===== src/rtl/jtdd_sdram_sched.sv =====
// jtdd_sdram_sched: four-slot SDRAM read scheduler, each slot with a one-entry read cache.
// Define JTDD_SCHED_RR_EN for round-robin arbitration; without it, slot0 has the highest priority.
//
// state | meaning
// IDLE  | no transfer in flight; grant a pending slot unless downloading
// REQ   | sdram_req held high until sdram_ack
// WAIT  | request accepted; wait for data_rdy, bounded by the watchdog
module jtdd_sdram_sched #(
  parameter int AW       = 22,
  parameter int DW       = 32,
  parameter int WAIT_MAX = 255
) (
  input  logic          clk,
  input  logic          rst_n,
  input  logic          slot0_cs,
  input  logic          slot1_cs,
  input  logic          slot2_cs,
  input  logic          slot3_cs,
  input  logic [AW-1:0] slot0_addr,
  input  logic [AW-1:0] slot1_addr,
  input  logic [AW-1:0] slot2_addr,
  input  logic [AW-1:0] slot3_addr,
  output logic          slot0_ok,
  output logic          slot1_ok,
  output logic          slot2_ok,
  output logic          slot3_ok,
  output logic [DW-1:0] slot0_dout,
  output logic [DW-1:0] slot1_dout,
  output logic [DW-1:0] slot2_dout,
  output logic [DW-1:0] slot3_dout,
  input  logic          downloading,
  output logic          sdram_req,
  output logic [AW-1:0] sdram_addr,
  input  logic          sdram_ack,
  input  logic          data_rdy,
  input  logic [DW-1:0] data_read
);

  localparam logic [1:0] ST_IDLE = 2'd0;
  localparam logic [1:0] ST_REQ  = 2'd1;
  localparam logic [1:0] ST_WAIT = 2'd2;

  localparam int WW = (WAIT_MAX > 1) ? $clog2(WAIT_MAX) : 1;
  localparam logic [WW-1:0] WD_LOAD = WW'(WAIT_MAX - 1);

  logic [3:0]    cs;
  logic [AW-1:0] slot_addr [4];
  logic [3:0]    ok;
  logic [3:0]    pend;
  logic [1:0]    gnt;

  logic [1:0]    state_q, state_d;
  logic          req_q, req_d;
  logic [AW-1:0] addr_q, addr_d;
  logic [1:0]    gslot_q, gslot_d;
  logic [WW-1:0] wd_q, wd_d;
  logic [3:0]    valid_q, valid_d;
  logic [AW-1:0] tag_q [4];
  logic [AW-1:0] tag_d [4];
  logic [DW-1:0] data_q [4];
  logic [DW-1:0] data_d [4];

  assign cs = {slot3_cs, slot2_cs, slot1_cs, slot0_cs};
  assign slot_addr[0] = slot0_addr;
  assign slot_addr[1] = slot1_addr;
  assign slot_addr[2] = slot2_addr;
  assign slot_addr[3] = slot3_addr;

  // Hit is purely combinational so an address change drops ok in the same cycle.
  always_comb begin
    ok = '0;
    for (int i = 0; i < 4; i++) begin
      ok[i] = cs[i] & valid_q[i] & (tag_q[i] == slot_addr[i]);
    end
  end

  assign pend = cs & ~ok;

`ifdef JTDD_SCHED_RR_EN
  logic [1:0] ptr_q, ptr_d;
  logic [1:0] cand;
  logic       found;

  // Search begins one past the last granted slot and wraps around.
  always_comb begin
    gnt   = ptr_q;
    cand  = '0;
    found = 1'b0;
    for (int k = 1; k <= 4; k++) begin
      cand = ptr_q + 2'(k);
      if (!found && pend[cand]) begin
        gnt   = cand;
        found = 1'b1;
      end
    end
  end
`else
  always_comb begin
    gnt = '0;
    for (int k = 3; k >= 0; k--) begin
      if (pend[k]) gnt = 2'(k);
    end
  end
`endif

  always_comb begin
    state_d = state_q;
    req_d   = req_q;
    addr_d  = addr_q;
    gslot_d = gslot_q;
    wd_d    = wd_q;
    valid_d = valid_q;
    tag_d   = tag_q;
    data_d  = data_q;
`ifdef JTDD_SCHED_RR_EN
    ptr_d   = ptr_q;
`endif
    if (downloading) begin
      state_d = ST_IDLE;
      req_d   = 1'b0;
      valid_d = '0;
    end else begin
      case (state_q)
        ST_IDLE: begin
          if (|pend) begin
            gslot_d = gnt;
            addr_d  = slot_addr[gnt];
            req_d   = 1'b1;
            state_d = ST_REQ;
`ifdef JTDD_SCHED_RR_EN
            ptr_d   = gnt;
`endif
          end
        end
        ST_REQ: begin
          if (sdram_ack) begin
            req_d   = 1'b0;
            wd_d    = WD_LOAD;
            state_d = ST_WAIT;
          end
        end
        ST_WAIT: begin
          // The fill uses the latched address, whatever the slot is doing now.
          if (data_rdy) begin
            tag_d[gslot_q]   = addr_q;
            data_d[gslot_q]  = data_read;
            valid_d[gslot_q] = 1'b1;
            state_d          = ST_IDLE;
          end else if (wd_q == '0) begin
            state_d = ST_IDLE;
          end else begin
            wd_d = wd_q - WW'(1);
          end
        end
        default: state_d = ST_IDLE;
      endcase
    end
  end

  always_ff @(posedge clk or negedge rst_n) begin
    if (!rst_n) begin
      state_q <= ST_IDLE;
      req_q   <= 1'b0;
      addr_q  <= '0;
      gslot_q <= '0;
      wd_q    <= '0;
      valid_q <= '0;
      for (int i = 0; i < 4; i++) begin
        tag_q[i]  <= '0;
        data_q[i] <= '0;
      end
`ifdef JTDD_SCHED_RR_EN
      ptr_q   <= '0;
`endif
    end else begin
      state_q <= state_d;
      req_q   <= req_d;
      addr_q  <= addr_d;
      gslot_q <= gslot_d;
      wd_q    <= wd_d;
      valid_q <= valid_d;
      tag_q   <= tag_d;
      data_q  <= data_d;
`ifdef JTDD_SCHED_RR_EN
      ptr_q   <= ptr_d;
`endif
    end
  end

  assign sdram_req  = req_q & ~downloading;
  assign sdram_addr = addr_q;

  assign slot0_ok   = ok[0];
  assign slot1_ok   = ok[1];
  assign slot2_ok   = ok[2];
  assign slot3_ok   = ok[3];
  assign slot0_dout = data_q[0];
  assign slot1_dout = data_q[1];
  assign slot2_dout = data_q[2];
  assign slot3_dout = data_q[3];

endmodule


===== config.mk =====
export PLATFORM = sky130hd
export DESIGN_NAME = jtdd_sdram_sched
export DESIGN_NICKNAME = d
export VERILOG_FILES = /design/src/rtl/jtdd_sdram_sched.sv
export SDC_FILE = /design/constraint.sdc
export NUM_CORES = 1
export LEC_CHECK = 0
export ABC_AREA = 1
export ABC_CLOCK_PERIOD_IN_PS = 1700
export CAP_MARGIN = 20
export CORE_ASPECT_RATIO = 2
export CORE_UTILIZATION = 45
export CTS_CLUSTER_DIAMETER = 50
export DETAILED_ROUTE_END_ITERATION = 12
export HOLD_SLACK_MARGIN = 0.08
export PLACE_DENSITY = 0.75
export SLEW_MARGIN = 5
export SYNTH_ARGS = -nofsm -noshare
export SYNTH_HDL_FRONTEND = slang
export SYNTH_SLANG_ARGS = --single-unit

===== constraint.sdc =====
create_clock -name clk -period 1.7 [get_ports clk]
set_input_delay 0.425 -clock clk [delete_from_list [all_inputs] [get_ports clk]]
set_output_delay 0.425 -clock clk [all_outputs]
set_load 0.05 [all_outputs]

==> results.cfg <==
[final_layout]
finalNetCount = 2116
drive_above_1_share = 0.320
areaGrowthSynthToFinish_pct = 62.2
diodes = 0
final_util = 0.741

[logic_synthesis]
synth-async-reset-ratio = 1.00
synth_top_area_cell = dfrtp_1
synth_cells = 1521
yosysWarnings = 0
synth_edf_count = 0
ys_seq_area_frac = 0.534
syn_area_um2 = 11900
synth_area_leaders = dfrtp_1 53%, nand2_1 16%, o21ai_0 10%
synth_seq_cells = 255
synth_nets = 1651
synth_area_per_cell_um2 = 7.85
synth_top_flop_cell = dfrtp_1
ys_types = 35
yosysTopAreaCellShare = 0.534

[timing]
rsz0062_at_grt = yes
worst_slack_ns = -0.895
slew_viol_final = 0
finalClockSkew_ns = 0.0213
relSlewSlack = 0.547
setup_violations = 32
hold_ws_ns = 0.317
fin_crit_ns = 2.60
max_freq_mhz = 385
worst-slew-pin-transition_ns = 0.678
fin_crit_sh = 1.53
finalHoldViolations = 0

[die]
fp.dieH_um = 232
initial_core_util = 0.456
fp.dieW_um = 117
ios = 284
core_area_um2 = 26200
dieArea_um2 = 27200
num_rows = 84

[worst_setup_path]
crit_chain = nand2_1 -> o21ai_1 -> nor2_1 -> nand2_1 -> nor2_4 -> nand3_2 -> buf_6 -> nand2_8 -> nand2_4 -> buf_8 -> buf_12 -> buf_16 -> nand3_1 -> nand3_2 -> nand2_2 -> nand2_2 -> nand2_1
critPathSlowestCell = dfrtp_1
cp-end-kind = register
startpoint_type = register
crit_buf_inv = 4
cp_slowest_stage_delay_ns = 0.41
crit_top_cell = nand2_1
path_class = reg2reg
worstPathArrival_ns = 3.09
cp_top_family = simple AND/OR/NAND/NOR gates
cp_max_fo = 6
required_ns = 2.20

[placement]
dp_hpwl_um = 33400
portBuffers = 283
gp_congestion = 1.01

[global_route]
antenna_found_initial = 2
grt_use_met3 = 0.127
busiest_layer = met2
grt_pass1_wl_um = 75400
overflow = 0
grt_use_met2 = 0.639
first_global_vias = 12684
grt_max_degree = 66
gr-usage-met1 = 0.401
grt_usage = 0.389

[clock_tree]
ctsRootBufferMaster = clkbuf_16
clk_pin_slew_worst_paths_ns = 0.08
cts.sinks = 255
cts_made_buffers = 25
htree_levels = 1
cts_buffer_depth = 3
clk_latency_ns = 0.56
cts_tree = built

[pwr]
p_switching_mw = 8.81
power_density_nw_per_um2 = 1140
leakage_nw = 9.62
combPwrFrac = 0.371
swShare = 0.398
ir_worst_vdd_mv = 1.27
cell_internal_pwr_mw = 13.3
power_frac_seq = 0.366
pwr-share-clk = 0.263

[route]
drc_errors = 0
drtIter0Drc = 1231
detail_route.wl_per_cell_um = 23.5
ant_nets = 0
first_pass_iters = 9
finalWirelength_um = 55100
vias = 12982
avgViaCountPerCell = 5.53

[status]
violations = negative setup slack
status = finished, violations left

[worst_hold_path]
hold_path.class = in2async

[job]
max_cap_viol_count = 0
==> area by class of cell <==
class,instances,area [um^2]
inverters,204,833
repair inverters,1,6.26
repair buffers,503,5420
flip-flops and latches,255,6390
multi-input cells,996,5460
clock inverters,12,135
fillers,1845,6790
clock buffers,33,706
well taps,344,430
==> synth_stat cells, types with 2 or more instances <==
cell       number
nand2_1       505
dfrtp_1       255
o21ai_0       247
inv_1         203
nand3_1       111
nor2_1         60
clkbuf_1       42
xnor2_1        17
buf_2          14
nand4_1         9
buf_6           8
o22ai_1         7
a21oi_1         5
o21ai_1         5
xor2_1          4
nand2_2         3
nand3_2         3
nor3_1          3
buf_4           2
nand3b_1        2
o2111ai_1       2
==> worst reg2reg max path: stages (launching register included) <==
cell and delay, ns:
dfrtp_1 0.41, nand2_1 0.10, o21ai_1 0.07, nor2_1 0.15, nand2_1 0.11, nor2_4 0.24
nand3_2 0.15, buf_6 0.17, nand2_8 0.09, nand2_4 0.08, buf_8 0.16, buf_12 0.13
buf_16 0.14, nand3_1 0.10, nand3_2 0.18, nand2_2 0.14, nand2_2 0.06, nand2_1 0.07
==> metal layers <==
layer | vias up | share of wire
met5 | - | 0.00058
met4 | 4 | 0.094
met3 | 322 | 0.11
met2 | 839 | 0.49
met1 | 6103 | 0.31
li1 | 5714 | -
==> cells in the final DEF (no fill, tap or decap), types with 5 or more instances in the layout <==
cell             netlist  final
xnor2_1               17     16
o21ai_2                1      9
nand3_1              111     60
buf_16                 0      8
o22ai_1                7      6
nand2_1              505    412
o21ai_0              247    185
o21ai_1                5     57
clkbuf_8               0      5
clkbuf_16              0     32
buf_4                  2    259
inv_1                203    174
nand3_2                3     39
inv_4                  0      6
buf_8                  0      5
nand4_1                9      9
nor2_4                 0      7
buf_12                 0     72
clkdlybuf4s50_1        0    115
dlygate4sd2_1          0     11
dfrtp_2                0      6
buf_6                  8     23
nand2_2                3     60
inv_2                  1     19
nor2_1                60     49
dfrtp_1              255    249
nand2_4                1     33
nand3_4                0     15
==> metrics by stage <==
| stage | area (um^2) | total power, mW | setup slack (ns) | TNS, ns | std cells |
|---|---|---|---|---|---|
| 2_1_floorplan | 12100 | 11.7 | -0.114 | -1.33 | 1521 |
| 3_3_place_gp | 16700 | 15.1 | -1.06 | -136.83 | 2247 |
| 3_5_place_dp | 16700 | 15.2 | -1.07 | -134.56 | 2247 |
| 4_1_cts | 18600 | 21.4 | -0.793 | -16.05 | 2328 |
| 5_1_grt | 19400 | 22.8 | -0.990 | -26.27 | 2348 |
| 6_report | 19400 | 22.1 | -0.895 | -22.44 | 2348 |
==> power by group through the flow <==
stage | combinational [mW] | sequential (mW) | clock, mW
floorplan | 1.67 | 9.99 | 0
global placement | 7.05 | 8.05 | 0
detailed placement | 7.14 | 8.08 | 0
CTS | 7.54 | 7.99 | 5.86
global route | 8.55 | 8.16 | 6.07
finish | 8.22 | 8.09 | 5.82
==> cells by family (layout without fill, tap and decap cells) <==
family / count (synthesis) / after routing / synth area share
and+or+nand+nor: 702 / 702 / 0.241
AOI/OAI and AO/OA: 272 / 272 / 0.117
buffers and inverters: 270 / 753 / 0.0920
DFF: 255 / 255 / 0.534
xor gates and xnor gates: 21 / 21 / 0.0154
adders and majority gates: 1 / 1 / 0.00105
==> worst paths after layout <==
| check | end | slack [ns] | cells past startpoint | start |
|---|---|---|---|---|
| min in group clk | state_q[0] | 0.32 | 2 | downloading |
| min | tag_q[3] | 0.32 | 2 | rst_n |
| max in group asynchronous | slot2_dout[22] | 0.71 | 3 | rst_n |
| max reg2reg | sdram_addr[2] | -0.90 | 17 | tag_q[54] |
| max | sdram_addr[2] | -0.90 | 17 | tag_q[54] |
| min reg2reg | wd_q[7] | 0.49 | 2 | wd_q[7] |
==> timing repair <==
action	4_1_cts	5_1_grt
hold buffers	1	0
hold endpoints to repair	45	0
endpoints found under the setup margin	34	132
pin swaps	72	53
cloned	12	11
gates resized for setup	170	186
buffers inserted	27	12
==> sequential cells by signal, indices dropped and copies added, names as in the netlist, 2 cells and up <==
register	count
gslot_q	2
sdram_addr	22
slot0_dout	32
slot1_dout	32
slot2_dout	32
slot3_dout	32
state_q	2
tag_q	88
valid_q	4
wd_q	8
Power figures use the tool's default switching activity.
